===== src/rtl/axis_cic_interp_ctrl.sv =====
// Sequencer for the CIC interpolation chain: fetches one upstream sample per R clocks,
// drives comb/ZOH/integrator enables, and runs the start/drain/flush life cycle.
module axis_cic_interp_ctrl #(
    parameter int RATE_WIDTH    = 16,
    parameter int R_DEFAULT     = 100,
    parameter int DRAIN_SAMPLES = 2
) (
    input  logic                  aclk,
    input  logic                  arst,
    input  logic                  start,
    input  logic                  stop,
    input  logic [RATE_WIDTH-1:0] cfg_rate,
    input  logic                  cfg_rate_valid,
    output logic                  cfg_rate_ready,
    input  logic                  s_axis_data_tvalid,
    output logic                  s_axis_data_tready,
    output logic                  smp_stb,
    output logic                  smp_zero,
    output logic                  zoh_load,
    output logic                  int_en,
    output logic                  int_clr,
    output logic                  busy,
    output logic                  underrun,
    output logic [RATE_WIDTH-1:0] active_rate
);

    typedef enum logic [1:0] {S_IDLE, S_RUN, S_DRAIN, S_FLUSH} state_t;

    localparam int DCNT_W = (DRAIN_SAMPLES > 1) ? $clog2(DRAIN_SAMPLES) : 1;
    localparam logic [DCNT_W-1:0]     DRAIN_LAST = DCNT_W'(DRAIN_SAMPLES - 1);
    localparam logic [RATE_WIDTH-1:0] RATE_ONE   = RATE_WIDTH'(1);

    function automatic logic [RATE_WIDTH-1:0] clamp_rate(input logic [RATE_WIDTH-1:0] r);
        return (r == '0) ? RATE_ONE : r;
    endfunction

    state_t                state_q, state_d;
    logic [RATE_WIDTH-1:0] ph_q, ph_d;
    logic [RATE_WIDTH-1:0] active_rate_q, active_rate_d;
    logic [RATE_WIDTH-1:0] pend_q, pend_d;
    logic                  pend_vld_q, pend_vld_d;
    logic                  stop_req_q, stop_req_d;
    logic [DCNT_W-1:0]     drain_cnt_q, drain_cnt_d;
    logic                  underrun_q, underrun_d;
    logic                  rdy_q, rdy_d;
    logic                  tready_q, tready_d;
    logic                  smp_stb_q, smp_stb_d;
    logic                  smp_zero_q, smp_zero_d;
    logic                  zoh_load_q, zoh_load_d;
    logic                  int_en_q, int_en_d;
    logic                  int_clr_q, int_clr_d;
    logic                  busy_q, busy_d;

    logic wrap;
    logic apply_ok;

    assign wrap = (ph_q == active_rate_q - RATE_ONE);

    always_comb begin
        state_d       = state_q;
        ph_d          = ph_q;
        active_rate_d = active_rate_q;
        pend_d        = pend_q;
        pend_vld_d    = pend_vld_q;
        stop_req_d    = stop_req_q;
        drain_cnt_d   = drain_cnt_q;
        underrun_d    = underrun_q;
        rdy_d         = rdy_q;
        smp_stb_d     = 1'b0;
        smp_zero_d    = 1'b0;
        apply_ok      = 1'b0;

        case (state_q)
            S_IDLE: begin
                ph_d        = '0;
                stop_req_d  = 1'b0;
                drain_cnt_d = '0;
                apply_ok    = 1'b1;
                if (start) begin
                    state_d    = S_RUN;
                    underrun_d = 1'b0;
                end
            end
            S_RUN: begin
                ph_d = wrap ? '0 : ph_q + RATE_ONE;
                if (stop) stop_req_d = 1'b1;
                // the tready cycle is the sample slot; the comb sees it one clock later
                if (tready_q) begin
                    smp_stb_d = 1'b1;
                    if (!s_axis_data_tvalid) begin
                        smp_zero_d = 1'b1;
                        underrun_d = 1'b1;
                    end
                end
                if (wrap) begin
                    apply_ok = 1'b1;
                    if (stop || stop_req_q) begin
                        state_d     = S_DRAIN;
                        stop_req_d  = 1'b0;
                        drain_cnt_d = '0;
                    end
                end
            end
            S_DRAIN: begin
                ph_d = wrap ? '0 : ph_q + RATE_ONE;
                if (ph_q == '0) begin
                    smp_stb_d  = 1'b1;
                    smp_zero_d = 1'b1;
                end
                if (wrap) begin
                    apply_ok = 1'b1;
                    if (drain_cnt_q == DRAIN_LAST) state_d = S_FLUSH;
                    else drain_cnt_d = drain_cnt_q + DCNT_W'(1);
                end
            end
            S_FLUSH: begin
                ph_d    = '0;
                state_d = S_IDLE;
            end
            default: state_d = S_IDLE;
        endcase

        // a pending rate only lands on a period boundary (or at once when idle)
        if (apply_ok && pend_vld_q) begin
            active_rate_d = pend_q;
            pend_vld_d    = 1'b0;
            rdy_d         = 1'b1;
        end
        if (cfg_rate_valid && rdy_q) begin
            pend_d     = clamp_rate(cfg_rate);
            pend_vld_d = 1'b1;
            rdy_d      = 1'b0;
        end

        tready_d   = (state_d == S_RUN) && (ph_d == '0);
        zoh_load_d = smp_stb_q;
        int_en_d   = (state_d == S_RUN) || (state_d == S_DRAIN);
        int_clr_d  = (state_d == S_IDLE) || (state_d == S_FLUSH);
        busy_d     = (state_d != S_IDLE);
    end

    always_ff @(posedge aclk) begin
        if (arst) begin
            state_q       <= S_IDLE;
            ph_q          <= '0;
            active_rate_q <= RATE_WIDTH'(R_DEFAULT);
            pend_vld_q    <= 1'b0;
            stop_req_q    <= 1'b0;
            drain_cnt_q   <= '0;
            underrun_q    <= 1'b0;
            rdy_q         <= 1'b1;
            tready_q      <= 1'b0;
            smp_stb_q     <= 1'b0;
            smp_zero_q    <= 1'b0;
            zoh_load_q    <= 1'b0;
            int_en_q      <= 1'b0;
            int_clr_q     <= 1'b1;
            busy_q        <= 1'b0;
        end else begin
            state_q       <= state_d;
            ph_q          <= ph_d;
            active_rate_q <= active_rate_d;
            pend_vld_q    <= pend_vld_d;
            stop_req_q    <= stop_req_d;
            drain_cnt_q   <= drain_cnt_d;
            underrun_q    <= underrun_d;
            rdy_q         <= rdy_d;
            tready_q      <= tready_d;
            smp_stb_q     <= smp_stb_d;
            smp_zero_q    <= smp_zero_d;
            zoh_load_q    <= zoh_load_d;
            int_en_q      <= int_en_d;
            int_clr_q     <= int_clr_d;
            busy_q        <= busy_d;
        end
        pend_q <= pend_d;
    end

    assign cfg_rate_ready     = rdy_q;
    assign s_axis_data_tready = tready_q;
    assign smp_stb            = smp_stb_q;
    assign smp_zero           = smp_zero_q;
    assign zoh_load           = zoh_load_q;
    assign int_en             = int_en_q;
    assign int_clr            = int_clr_q;
    assign busy               = busy_q;
    assign underrun           = underrun_q;
    assign active_rate        = active_rate_q;

endmodule


===== config.mk =====
export PLATFORM = sky130hd
export DESIGN_NAME = axis_cic_interp_ctrl
export DESIGN_NICKNAME = d
export VERILOG_FILES = /design/src/rtl/axis_cic_interp_ctrl.sv
export SDC_FILE = /design/constraint.sdc
export NUM_CORES = 1
export LEC_CHECK = 0
export CORE_MARGIN = 3
export CORE_UTILIZATION = 25
export DETAILED_ROUTE_END_ITERATION = 6
export MAX_ROUTING_LAYER = met4
export PLACE_DENSITY_LB_ADDON = 0.3
export SLEW_MARGIN = 20
export SYNTH_ARGS = -nofsm -noshare
export SYNTH_HDL_FRONTEND = slang
export SYNTH_SLANG_ARGS = --single-unit

===== constraint.sdc =====
create_clock -name aclk -period 9.85 [get_ports aclk]
set_clock_uncertainty 0.05 [all_clocks]
set_input_delay 1.97 -clock aclk [delete_from_list [all_inputs] [get_ports aclk]]
set_output_delay 1.97 -clock aclk [all_outputs]
set_load 0.01 [all_outputs]

==> results by group <==
Power and ir drop
  – Combinational share of power: 0.118
  – VDD IR max: 0.0821 mV
  – Net Switching: 161 uW
  – Seq pwr share: 0.419
  – Int Pwr: 522 uW
  – Switching share of power: 0.236
  – Leakage power: 1.50 nW
  – Clock share of power: 0.463
  – Power per cell area: 158 nW/um^2

Placed design
  – Placed inst area: 4010 um^2
  – Gpl congestion: 0.887
  – # port buffers: 46
  – Post-DP HPWL: 6220 um

Run status
  – Outcome: finished, final reports clean

Detailed routing
  – WL final: 8150 um
  – Antenna Nets Post-Route: 0
  – Avg Vias per Cell: 4.77
  – WL per Instance: 13.7 um
  – Vias: 2844
  – Initial DRC count: 155
  – DR DRC count: 0
  – Initial DRT Pass Iterations: 4

Clock tree
  – CTS tree: yes
  – Clock latency on the worst-skew pair: 0.33 ns
  – Clock Path Buffers: 2
  – Clock-pin slew on the worst setup and hold paths: 0.05 ns
  – CTS sink count: 62
  – Post-CTS Setup Repair Bufs: 0
  – Post_cts resized: 0
  – H-tree Lvls: 3
  – CTS Buf Count: 9
  – CTS root buf: clkbuf_16
  – Post-CTS Hold Fix Bufs: 0

Finish
  – Design area: 4310 um^2
  – Area grow syn2layout: 23.6%
  – Fill cells: 1456
  – Layout cells sized above 1: 0.0738
  – # diodes: 0
  – Fin nets: 446

STA
  – Worst-margin pin slew: 0.816 ns
  – Slew HR: 0.455
  – Final hold violation count: 0
  – Final Critical Period: 4.18 ns
  – Max Clk Rate: 239 MHz
  – Final Setup Violations: 0
  – Fin crit share: 0.424
  – RSZ-0062 raised after global routing: no
  – Setup TNS: 0 ns
  – Hold slack: 0.419 ns
  – Final count of pins violating max slew: 0

Run
  – # Max-Cap Violations: 0

Yosys
  – Leading register cell type out of synthesis: dfxtp_1
  – Post-synth net total: 424
  – Yosys Warn Count: 0
  – Yosys reg bits: 62
  – Synth cell types: 63
  – Mapped Area: 3490 um^2
  – Mean post-synth cell area: 8.88 um^2
  – Sequential area share after synthesis: 0.402
  – Cells after Synth: 393
  – EDFF count, synth: 16
  – Async set or reset register ratio after synthesis: 0

Critical path
  – R2R depth: 15
  – CP Launch Type: input port
  – CP required: 10.04 ns
  – Critical Path Sink Type: flip-flop
  – Crit-path max FO: 30
  – CP Data Arrival Time: 4.37 ns
  – CP Class: input port to flip-flop

Floorplanning
  – Starting Density: 0.259
  – Rows: 42
  – Core Area: 13500 um^2
  – I/O pin count: 47
  – Die W: 124 um
  – Die area: 15400 um^2
  – Die height: 124 um

Global route
  – Initial antenna violation count: 0
  – Vias in the first global route: 2752
  – Overflow left after global routing: 0
  – First-pass GRT wire length: 13200 um
  – Pin count of the biggest net entering global routing: 31
  – Total Routing Usage GR: 0.114

Worst hold path
  – WHS Path Cells: 1
  – Hold Path Class: flip-flop to flip-flop
-- layout make-up --
type                            count  area [um^2]  area share
Multi-Input combinational cell    280         1870       0.433
Sequential cell                    62         1400       0.325
Timing Repair Buffer               46          460       0.107
Clock buffer                       12          256      0.0595
Tap cell                          176          220      0.0511
Inverter                           16         60.1      0.0139
Clock inverter                      4         46.3      0.0107
-- cells by family after synthesis --
kind of cell | Yosys count | share of synthesized area
and+or+nand+nor | 166 | 0.243
DFF | 62 | 0.402
buffers and inverters | 51 | 0.0631
AOI/OAI and AO/OA | 48 | 0.110
xor gates and xnor gates | 39 | 0.0979
muxes | 18 | 0.0520
adders and majority gates | 9 | 0.0323
-- worst max-delay path: stages --
cell and delay [ns]:
clkdlybuf4s50_1 0.71, inv_1 0.76, nand3_1 0.68, nor2_1 0.24
-- metrics by stage --
stage | cells | utilization | setup slack (ns) | power (mW)
6_report | 596 | 0.321 | 5.67 | 0.683
5_1_grt | 596 | 0.321 | 5.36 | 0.711
4_1_cts | 596 | 0.321 | 5.64 | 0.691
3_5_place_dp | 580 | 0.298 | 5.29 | 0.373
3_3_place_gp | 580 | 0.298 | 5.38 | 0.371
2_1_floorplan | 393 | - | 6.34 | 0.341
-- power by group through the flow --
| stage | Clock [mW] | Combinational, mW | Sequential [mW] |
|---|---|---|---|
| 5_1_grt | 0.334 | 0.0887 | 0.288 |
| 4_1_cts | 0.323 | 0.0813 | 0.287 |
| 2_1_floorplan | 0 | 0.0513 | 0.289 |
| 3_5_place_dp | 0 | 0.0808 | 0.292 |
| 3_3_place_gp | 0 | 0.0796 | 0.292 |
| 6_report | 0.316 | 0.0804 | 0.287 |
-- cell usage after synthesis (all sizes together), types with 6 or more instances --
| cell type | n | area share |
|---|---|---|
| dfxtp | 46 | 0.26 |
| inv | 16 | 0.017 |
| nor4 | 9 | 0.016 |
| a21oi | 10 | 0.014 |
| xor2 | 17 | 0.043 |
| nand4 | 8 | 0.016 |
| buf | 7 | 0.016 |
| nor2 | 46 | 0.049 |
| clkbuf | 28 | 0.030 |
| nor3 | 11 | 0.020 |
| a31oi | 6 | 0.011 |
| edfxtp | 16 | 0.14 |
| ha | 9 | 0.032 |
| nand3 | 16 | 0.023 |
| o21ai | 7 | 0.010 |
| nand2 | 41 | 0.045 |
| mux2i | 17 | 0.049 |
| nor2b | 6 | 0.011 |
| xnor2 | 22 | 0.055 |
-- state kept, by name, indices dropped and copies added (netlist names) --
| signal | cells |
|---|---|
| zoh_load | 1 |
| busy | 1 |
| int_clr | 1 |
| pend_q | 16 |
| smp_zero | 1 |
| smp_stb | 1 |
| state_q | 2 |
| drain_cnt_q | 1 |
| cfg_rate_ready | 1 |
| stop_req_q | 1 |
| s_axis_data_tready | 1 |
| active_rate | 16 |
| ph_q | 16 |
| underrun | 1 |
| pend_vld_q | 1 |
| int_en | 1 |
-- cell usage in the layout (no fill, tap or decap), types with 3 or more instances in the layout --
cell / count
nand4_1: 7
a31oi_1: 6
mux2i_1: 17
nor2_1: 46
edfxtp_1: 16
nor2b_1: 6
nand2_1: 40
and2_1: 4
o21ai_0: 7
clkbuf_16: 9
nor3_1: 9
a21oi_1: 10
xnor2_1: 22
xor2_1: 17
or2_2: 4
nand4b_1: 3
nand3_1: 16
nor4_1: 9
ha_1: 9
inv_1: 16
clkdlybuf4s50_1: 46
dfxtp_1: 46
-- path summary, 6_finish.rpt --
| kind | endpoint | startpoint | slack, ns |
|---|---|---|---|
| setup / recovery | ph_q[6]$_SDFF_PP0_ | arst | 5.67 |
| setup reg to reg | s_axis_data_tready$_SDFF_PP0_ | active_rate[0]$_SDFFE_PP0P_ | 5.96 |
| hold / removal | zoh_load$_SDFF_PP0_ | smp_stb$_SDFF_PP0_ | 0.42 |
| hold reg to reg | zoh_load$_SDFF_PP0_ | smp_stb$_SDFF_PP0_ | 0.42 |
-- routing by layer --
layer,track usage,vias to the layer above,share of wire
met3,0.0300,13,0.048
met5,-,-,0
met1,0.132,1343,0.43
met4,0.0370,0,0.017
met2,0.192,74,0.50
li1,-,1414,-
Note: power is estimated with default switching activity, not from simulation.
